## src/rtl/prog_loader.sv

```systemverilog
// prog_loader: loads the Hack program memory from a byte stream and holds the
// CPU in reset until the load has completed without error.
//
// Stream format: 16-bit big-endian word count N, then N big-endian 16-bit
// words, written to program memory addresses 0..N-1. With
// PROG_LOADER_CHECKSUM_EN defined, a 16-bit big-endian trailer follows the
// last word; it must equal the mod-2^16 sum of all written words.
//
// Ports:
//   clk, reset     clock (rising edge), asynchronous active-low reset
//   start          one-cycle pulse, begins a load from IDLE, DONE or ERROR
//   rx_data/valid  incoming byte and its valid flag
//   rx_ready       loader accepts a byte this cycle (state-only, not from rx_valid)
//   wr_en/addr/data program memory write port, one strobe per word
//   cpu_reset      active-high CPU reset, low only in DONE
//   busy/done/error load status (done and error are sticky until start)
//   words_loaded   words written so far in this load (one bit wider than ADDR_W)
//
// Optional build macro: PROG_LOADER_CHECKSUM_EN (trailer checksum check).
module prog_loader #(
  parameter int ADDR_W    = 15,
  parameter int MAX_WORDS = 32768
) (
  input  logic              clk,
  input  logic              reset,
  input  logic              start,
  input  logic [7:0]        rx_data,
  input  logic              rx_valid,
  output logic              rx_ready,
  output logic              wr_en,
  output logic [ADDR_W-1:0] wr_addr,
  output logic [15:0]       wr_data,
  output logic              cpu_reset,
  output logic              busy,
  output logic              done,
  output logic              error,
  output logic [ADDR_W:0]   words_loaded
);

  typedef enum logic [3:0] {
    S_IDLE,
    S_HDR_HI,
    S_HDR_LO,
    S_DAT_HI,
    S_DAT_LO,
    S_WRITE,
    S_DONE,
    S_ERROR
`ifdef PROG_LOADER_CHECKSUM_EN
    , S_CHK_HI,
    S_CHK_LO
`endif
  } state_t;

  // State reached after the last word (or after an empty header).
`ifdef PROG_LOADER_CHECKSUM_EN
  localparam state_t S_FIN = S_CHK_HI;
`else
  localparam state_t S_FIN = S_DONE;
`endif

  state_t             state;
  state_t             nxt;
  logic [15:0]        hdr_n;
  logic [7:0]         hi_byte;
  logic [15:0]        rx_word;
  logic [ADDR_W:0]    cnt_inc;
  logic               accept;
  logic               start_load;
`ifdef PROG_LOADER_CHECKSUM_EN
  logic [15:0]        sum;
`endif

  assign accept     = rx_valid && rx_ready;
  assign rx_word    = {hi_byte, rx_data};
  assign cnt_inc    = words_loaded + (ADDR_W+1)'(1);
  assign start_load = start && (state == S_IDLE || state == S_DONE || state == S_ERROR);

  always_ff @(posedge clk or negedge reset) begin
    if (!reset) state <= S_IDLE;
    else        state <= nxt;
  end

  always_comb begin
    nxt       = state;
    rx_ready  = 1'b0;
    wr_en     = 1'b0;
    busy      = 1'b1;
    done      = 1'b0;
    error     = 1'b0;
    cpu_reset = 1'b1;
    case (state)
      S_IDLE: begin
        busy = 1'b0;
        if (start) nxt = S_HDR_HI;
      end
      S_HDR_HI: begin
        rx_ready = 1'b1;
        if (accept) nxt = S_HDR_LO;
      end
      S_HDR_LO: begin
        rx_ready = 1'b1;
        if (accept) begin
          if (32'(rx_word) > 32'(MAX_WORDS)) nxt = S_ERROR;
          else if (rx_word == 16'd0)         nxt = S_FIN;
          else                               nxt = S_DAT_HI;
        end
      end
      S_DAT_HI: begin
        rx_ready = 1'b1;
        if (accept) nxt = S_DAT_LO;
      end
      S_DAT_LO: begin
        rx_ready = 1'b1;
        if (accept) nxt = S_WRITE;
      end
      S_WRITE: begin
        wr_en = 1'b1;
        nxt   = (32'(cnt_inc) == 32'(hdr_n)) ? S_FIN : S_DAT_HI;
      end
      S_DONE: begin
        busy      = 1'b0;
        done      = 1'b1;
        cpu_reset = 1'b0;
        if (start) nxt = S_HDR_HI;
      end
      S_ERROR: begin
        busy  = 1'b0;
        error = 1'b1;
        if (start) nxt = S_HDR_HI;
      end
`ifdef PROG_LOADER_CHECKSUM_EN
      S_CHK_HI: begin
        rx_ready = 1'b1;
        if (accept) nxt = S_CHK_LO;
      end
      S_CHK_LO: begin
        rx_ready = 1'b1;
        if (accept) nxt = (rx_word == sum) ? S_DONE : S_ERROR;
      end
`endif
      default: begin
        busy = 1'b0;
        nxt  = S_IDLE;
      end
    endcase
  end

  // Write port and counters: wr_addr/wr_data change only when the low byte
  // completes a word, so they are stable through WRITE and hold afterwards.
  always_ff @(posedge clk or negedge reset) begin
    if (!reset) begin
      wr_addr      <= '0;
      wr_data      <= '0;
      words_loaded <= '0;
`ifdef PROG_LOADER_CHECKSUM_EN
      sum          <= '0;
`endif
    end else begin
      if (start_load) begin
        words_loaded <= '0;
`ifdef PROG_LOADER_CHECKSUM_EN
        sum          <= '0;
`endif
      end
      if (state == S_DAT_LO && accept) begin
        wr_addr <= words_loaded[ADDR_W-1:0];
        wr_data <= rx_word;
      end
      if (state == S_WRITE) begin
        words_loaded <= cnt_inc;
`ifdef PROG_LOADER_CHECKSUM_EN
        sum          <= sum + wr_data;
`endif
      end
    end
  end

  // Byte staging and header count; meaningful only while a load is active.
  always_ff @(posedge clk) begin
    if (accept && (state == S_HDR_HI || state == S_DAT_HI
`ifdef PROG_LOADER_CHECKSUM_EN
                   || state == S_CHK_HI
`endif
                   ))
      hi_byte <= rx_data;
    if (accept && state == S_HDR_LO)
      hdr_n <= rx_word;
  end

endmodule

```

## config.mk

```make
export PLATFORM = sky130hd
export DESIGN_NAME = prog_loader
export DESIGN_NICKNAME = d
export VERILOG_FILES = /design/src/rtl/prog_loader.sv
export SDC_FILE = /design/constraint.sdc
export NUM_CORES = 1
export LEC_CHECK = 0
export ABC_CLOCK_PERIOD_IN_PS = 3600
export CORE_AREA = 2 2 90 92
export DETAILED_ROUTE_END_ITERATION = 16
export DIE_AREA = 0 0 92 94
export GPL_TIMING_DRIVEN = 0
export PLACE_DENSITY = 0.78
export SYNTH_ARGS = -nofsm -noshare
export SYNTH_HDL_FRONTEND = slang
export SYNTH_SLANG_ARGS = --single-unit
export TNS_END_PERCENT = 10
```

## constraint.sdc

```tcl
create_clock -name clk -period 3.6 [get_ports clk]
set_input_delay 1.08 -clock clk [delete_from_list [all_inputs] [get_ports clk]]
set_output_delay 1.08 -clock clk [all_outputs]
set_load 0.03 [all_outputs]
```

# ---- After elaboration in Yosys (flattened, before gate mapping)
# Cells that the tools add are included.
dict set report op_classes {
  n_mux 17
  order_cmp 1
  n_reduce_logical 15
  n_eq_ne 13
  add_sub_neg 1
}
# cell count
set ops {}
lappend ops {{$mux W16} 2}
lappend ops {{$pmux W4 S6} 1}
lappend ops {{$mux W4} 5}
lappend ops {{$add A16 B1 Y16 const B} 1}
lappend ops {{$eq A16 B16 Y1} 1}
lappend ops {{$eq A4 B3 Y1 const B} 4}
lappend ops {{$gt A16 B16 Y1 const B} 1}
lappend ops {{$logic_not A16 Y1} 1}
lappend ops {{$mux W3} 3}
lappend ops {{$eq A4 B2 Y1 const B} 2}
lappend ops {{$ne A2 B2 Y1 const B} 4}
lappend ops {{$mux W1} 6}
lappend ops {{$logic_and A1 B1 Y1} 5}
lappend ops {{$reduce_and A5 Y1} 1}
lappend ops {{$reduce_or A5 Y1} 1}
lappend ops {{$eq A4 B1 Y1 const B} 1}
lappend ops {{$logic_not A4 Y1} 1}
lappend ops {{$reduce_or A4 Y1} 1}
lappend ops {{$logic_or A1 B1 Y1} 3}
lappend ops {{$reduce_or A3 Y1} 1}
lappend ops {{$ne A2 B1 Y1 const B} 1}
lappend ops {{$reduce_bool A2 Y1} 1}
dict set report word_totals {
  in_bits 12
  wordCells 53
  ff_bits 75
  output_inout_bits 53
}

# ---- Longest topological paths before layout
dict set report depth {
  ltp_word 6
  depth_mapped 8
  depth_no_buf 8
}

# ---- Least setup slack after synthesis
# Ideal clock, no wire load.
dict set report synth_path {
  path_kind {input port to flip-flop}
  start {in rx_valid}
  end {reg hdr_n[0] (enable)}
  n_path_buf 0
  setup_time_ns 0.436
  required_ns 3.164
  path_slack_ns 0.363
  path_stages 1
  arrival_time_ns 2.801
  cell_sequence {nor4b_1}
}
dict set report synth_via {
  elab_chain_cells 2
}
# element line
set synth_rtl {}
lappend synth_rtl {{from (decl)} 28} ;# input logic rx_valid,
lappend synth_rtl {{$logic_and A1 B1 Y1} 74} ;# assign accept = rx_valid && rx_ready;
lappend synth_rtl {{$logic_and A1 B1 Y1} 187} ;# if (accept && state == S_HDR_LO)
lappend synth_rtl {{to (signal assigned)} 188} ;# hdr_n <= rx_word;
lappend synth_rtl {{to (decl)} 64} ;# logic [15:0] hdr_n;
# Every way passes these cells.
# A chain may end at the register's enable or synchronous reset.

# ---- Worst setup path in the final report
dict set report layout_path {
  start {reg state[1]}
  end {out wr_en}
}
dict set report layout_via {
  elab_chain_cells 2
}
# element line
set layout_rtl {}
lappend layout_rtl {{from (decl)} 62} ;# state_t state;
lappend layout_rtl {{from (signal assigned)} 81} ;# else state <= nxt;
lappend layout_rtl {{$eq A4 B3 Y1} 92} ;# case (state)
lappend layout_rtl {{$mux W1} 92}
lappend layout_rtl {{to (decl)} 30} ;# output logic wr_en,
# Every way passes these cells.

==> flow_summary.json <==
{
  "run_status": "finished clean",
  "max-vdd-ir-drop_mv": 0.5359,
  "yosys_warnings": 0,
  "hold_viol_final": 0,
  "die_x_um": 92,
  "grt_pass1_wl_mm": 12.87,
  "drive_above_1_share_pct": 19.89,
  "pwr-share-clk_pct": 24.7,
  "chipHeight_um": 94,
  "tns_ns": 0,
  "initial_core_util_pct": 45.99,
  "reg2regPathDepth": 7,
  "drv_slew": 0,
  "h-tree-depth": 3,
  "dr_wl_met2_mm": 3.800,
  "p_total_uw": 3222,
  "cts_resized": 2,
  "grt_pass1_vias": 2570,
  "io_pins": 65,
  "area_delta_synth_final_pct": 30.22,
  "ys_seq_area_share_pct": 56.37,
  "dp_slack_ns": -0.007104,
  "start_kind": "register",
  "grt_setup_unrepaired": "no",
  "clk_latency_ns": 0.35,
  "synth-seq-cells": 74,
  "ys_dominant_reg_cell": "dfrtp_1",
  "grt.overflow.total": 0,
  "clkSlewWorstSetupHoldPaths_ns": 0.08,
  "grt_max_degree": 28,
  "comb_power_share_pct": 37.9,
  "synth_edf_count": 24,
  "worst_slew_pin_slew_ns": 0.7421,
  "yosysUniqueCellTypes": 53,
  "dp_hpwl_mm": 5.528,
  "grt.total_usage_pct": 19.14,
  "final_cell_mix": "clkdlybuf4s50_1, dfrtp_1, mux2_2",
  "p_leak_uw": 0.001791,
  "slowest_delay_ns": 0.72,
  "row_count": 32,
  "drc": 0,
  "syn_inst": 291,
  "multi_input_area_um2": 1424,
  "setup_viol_count_final": 0,
  "layout_commonest_cell": "clkdlybuf4s50_1",
  "whs_path_depth": 0,
  "p_sw_share_pct": 35.71,
  "maxCapViolCount": 0,
  "postCtsSetupBuffers": 0,
  "cts_tree": "yes",
  "slew_headroom_pct": 50.39,
  "vias": 2592,
  "async_reset_ff_share_pct": 67.57,
  "dieArea_um2": 8648,
  "worst_slack_ns": 0.1928,
  "root_buffer": "clkbuf_8",
  "finalClockSkew_ns": 0.008179,
  "core_um2": 7607,
  "seq_area_um2": 1972,
  "fillers": 635,
  "p_int_uw": 2072,
  "arrival_ns": 2.33,
  "drt-wirelength-per-cell_um": 16.24,
  "wl_met1_mm": 3.403,
  "period_needed_ns": 3.407,
  "cts_made_buffers": 9,
  "seqPwrFrac_pct": 37.4,
  "gp_congestion": 0.8825,
  "holdWs_ns": 0.4955,
  "worstSetupPathType": "register to primary output",
  "cp.required_ns": 2.52,
  "avgSynthCellArea_um2": 12.02,
  "hold_buffers": 0,
  "max_freq_mhz": 293.5,
  "antenna_cells": 0,
  "clockBufferDepth": 2,
  "switching_power_uw": 1151,
  "dr.pass1.iters": 7,
  "routed.top_layer": "met4",
  "port_buffers": 64,
  "nets": 380,
  "critPathMaxFanout": 13,
  "crit_chain": "inv_1 > nand3_2 > clkinvlp_4 > clkdlybuf4s50_1",
  "synth_nets": 304,
  "hp-class": "register to register",
  "p_per_area_nw_per_um2": 707.3,
  "syn_area_um2": 3498,
  "wl_mm": 7.699,
  "routed_via_density": 5.468,
  "critPathSlowestCell": "clkdlybuf4s50_1",
  "endpoint_kind": "primary output",
  "antenna_found_initial": 0,
  "wl_met3_um": 386,
  "drtIter0Drc": 178,
  "cts_sinks": 74,
  "ant_nets": 0,
  "min_period_over_period_pct": 94.65
}
-- cell usage after synthesis, drive strengths merged, types with 2 or more instances --
cell type,number,share of area (%)
nor4,8,1.6
nor3b,3,0.64
o21ai,27,3.9
dfrtp,50,36
clkbuf,9,1.1
mux2,31,10
edfxtp,24,21
nand2,16,1.7
and4,2,0.50
inv,6,0.64
or3,2,0.36
xnor2,16,4.0
nand3,9,2.5
nor2,15,1.6
a31oi,3,0.54
and3,6,1.1
nand4,7,1.4
xor2,7,1.8
a21oi,4,0.57
o31ai,6,1.3
nor3,9,1.6
or4,2,0.54
buf,10,1.5
-- path summary, 6_finish.rpt --
kind | startpoint | endpoint | slack [ns]
min reg2reg | hi_byte[3] | hdr_n[11] | 0.50
max | state[1] | wr_en | 0.19
min | hi_byte[3] | hdr_n[11] | 0.50
max reg2reg | state[1] | words_loaded[6] | 1.00
max in group asynchronous | reset | words_loaded[7] | 2.32
min in group asynchronous | reset | wr_data[6] | 0.73
-- sequential cells by signal, summed over array words and instances (netlist names) --
name and flops:
state 3, hdr_n 16, hi_byte 8, wr_addr 15
wr_data 16, words_loaded 16
-- cell type report --
cell class | instances | share of cell area (%)
Inverter | 6 | 0.5768
Sequential cell | 74 | 43.28
Clock buffer | 12 | 3.900
Multi-Input combinational cell | 192 | 31.26
Timing Repair Buffer | 66 | 14.56
Buffer | 18 | 1.923
Tap cell | 102 | 2.801
Clock inverter | 4 | 1.703
-- power groups by stage --
stage | combinational (uW) | sequential, uW | clock (uW)
2_1_floorplan | 457 | 1490 | 0
3_3_place_gp | 1200 | 1220 | 0
3_5_place_dp | 1220 | 1220 | 0
4_1_cts | 1230 | 1210 | 810
5_1_grt | 1300 | 1240 | 841
6_report | 1220 | 1210 | 796
-- through the flow --
stage / util, % / instance area (um^2) / instances
floorplan: - / 3498 / 291
global placement: 56.09 / 4267 / 457
detailed placement: 56.46 / 4295 / 459
CTS: 59.88 / 4556 / 474
global route: 59.88 / 4556 / 474
finish: 59.88 / 4556 / 474
-- critical path, delay by kind of cell (launching register included) --
kind	cells	cell delay, ns
buffers and inverters	3	1.24
AND/OR/NAND/NOR	1	0.30
flip-flops	1	0.44
-- metal layers --
metal	track usage, %	vias to the layer above
li1	-	1226
met1	25.18	1268
met2	31.68	87
met3	3.371	11
met4	7.587	0
met5	0	-
-- cells by family (layout without fill, tap and decap cells) --
group | Yosys count | in the layout | synth area share, %
AO/OA/AOI/OAI | 50 | 50 | 8.942
XOR/XNOR | 23 | 23 | 5.758
adder cells (fa/ha/maj) | 1 | 1 | 0.3576
buffers and inverters | 25 | 106 | 3.255
flip-flops | 74 | 74 | 56.37
multiplexers | 31 | 31 | 9.978
AND/OR/NAND/NOR | 87 | 87 | 15.34
Power figures use the tool's default switching activity.
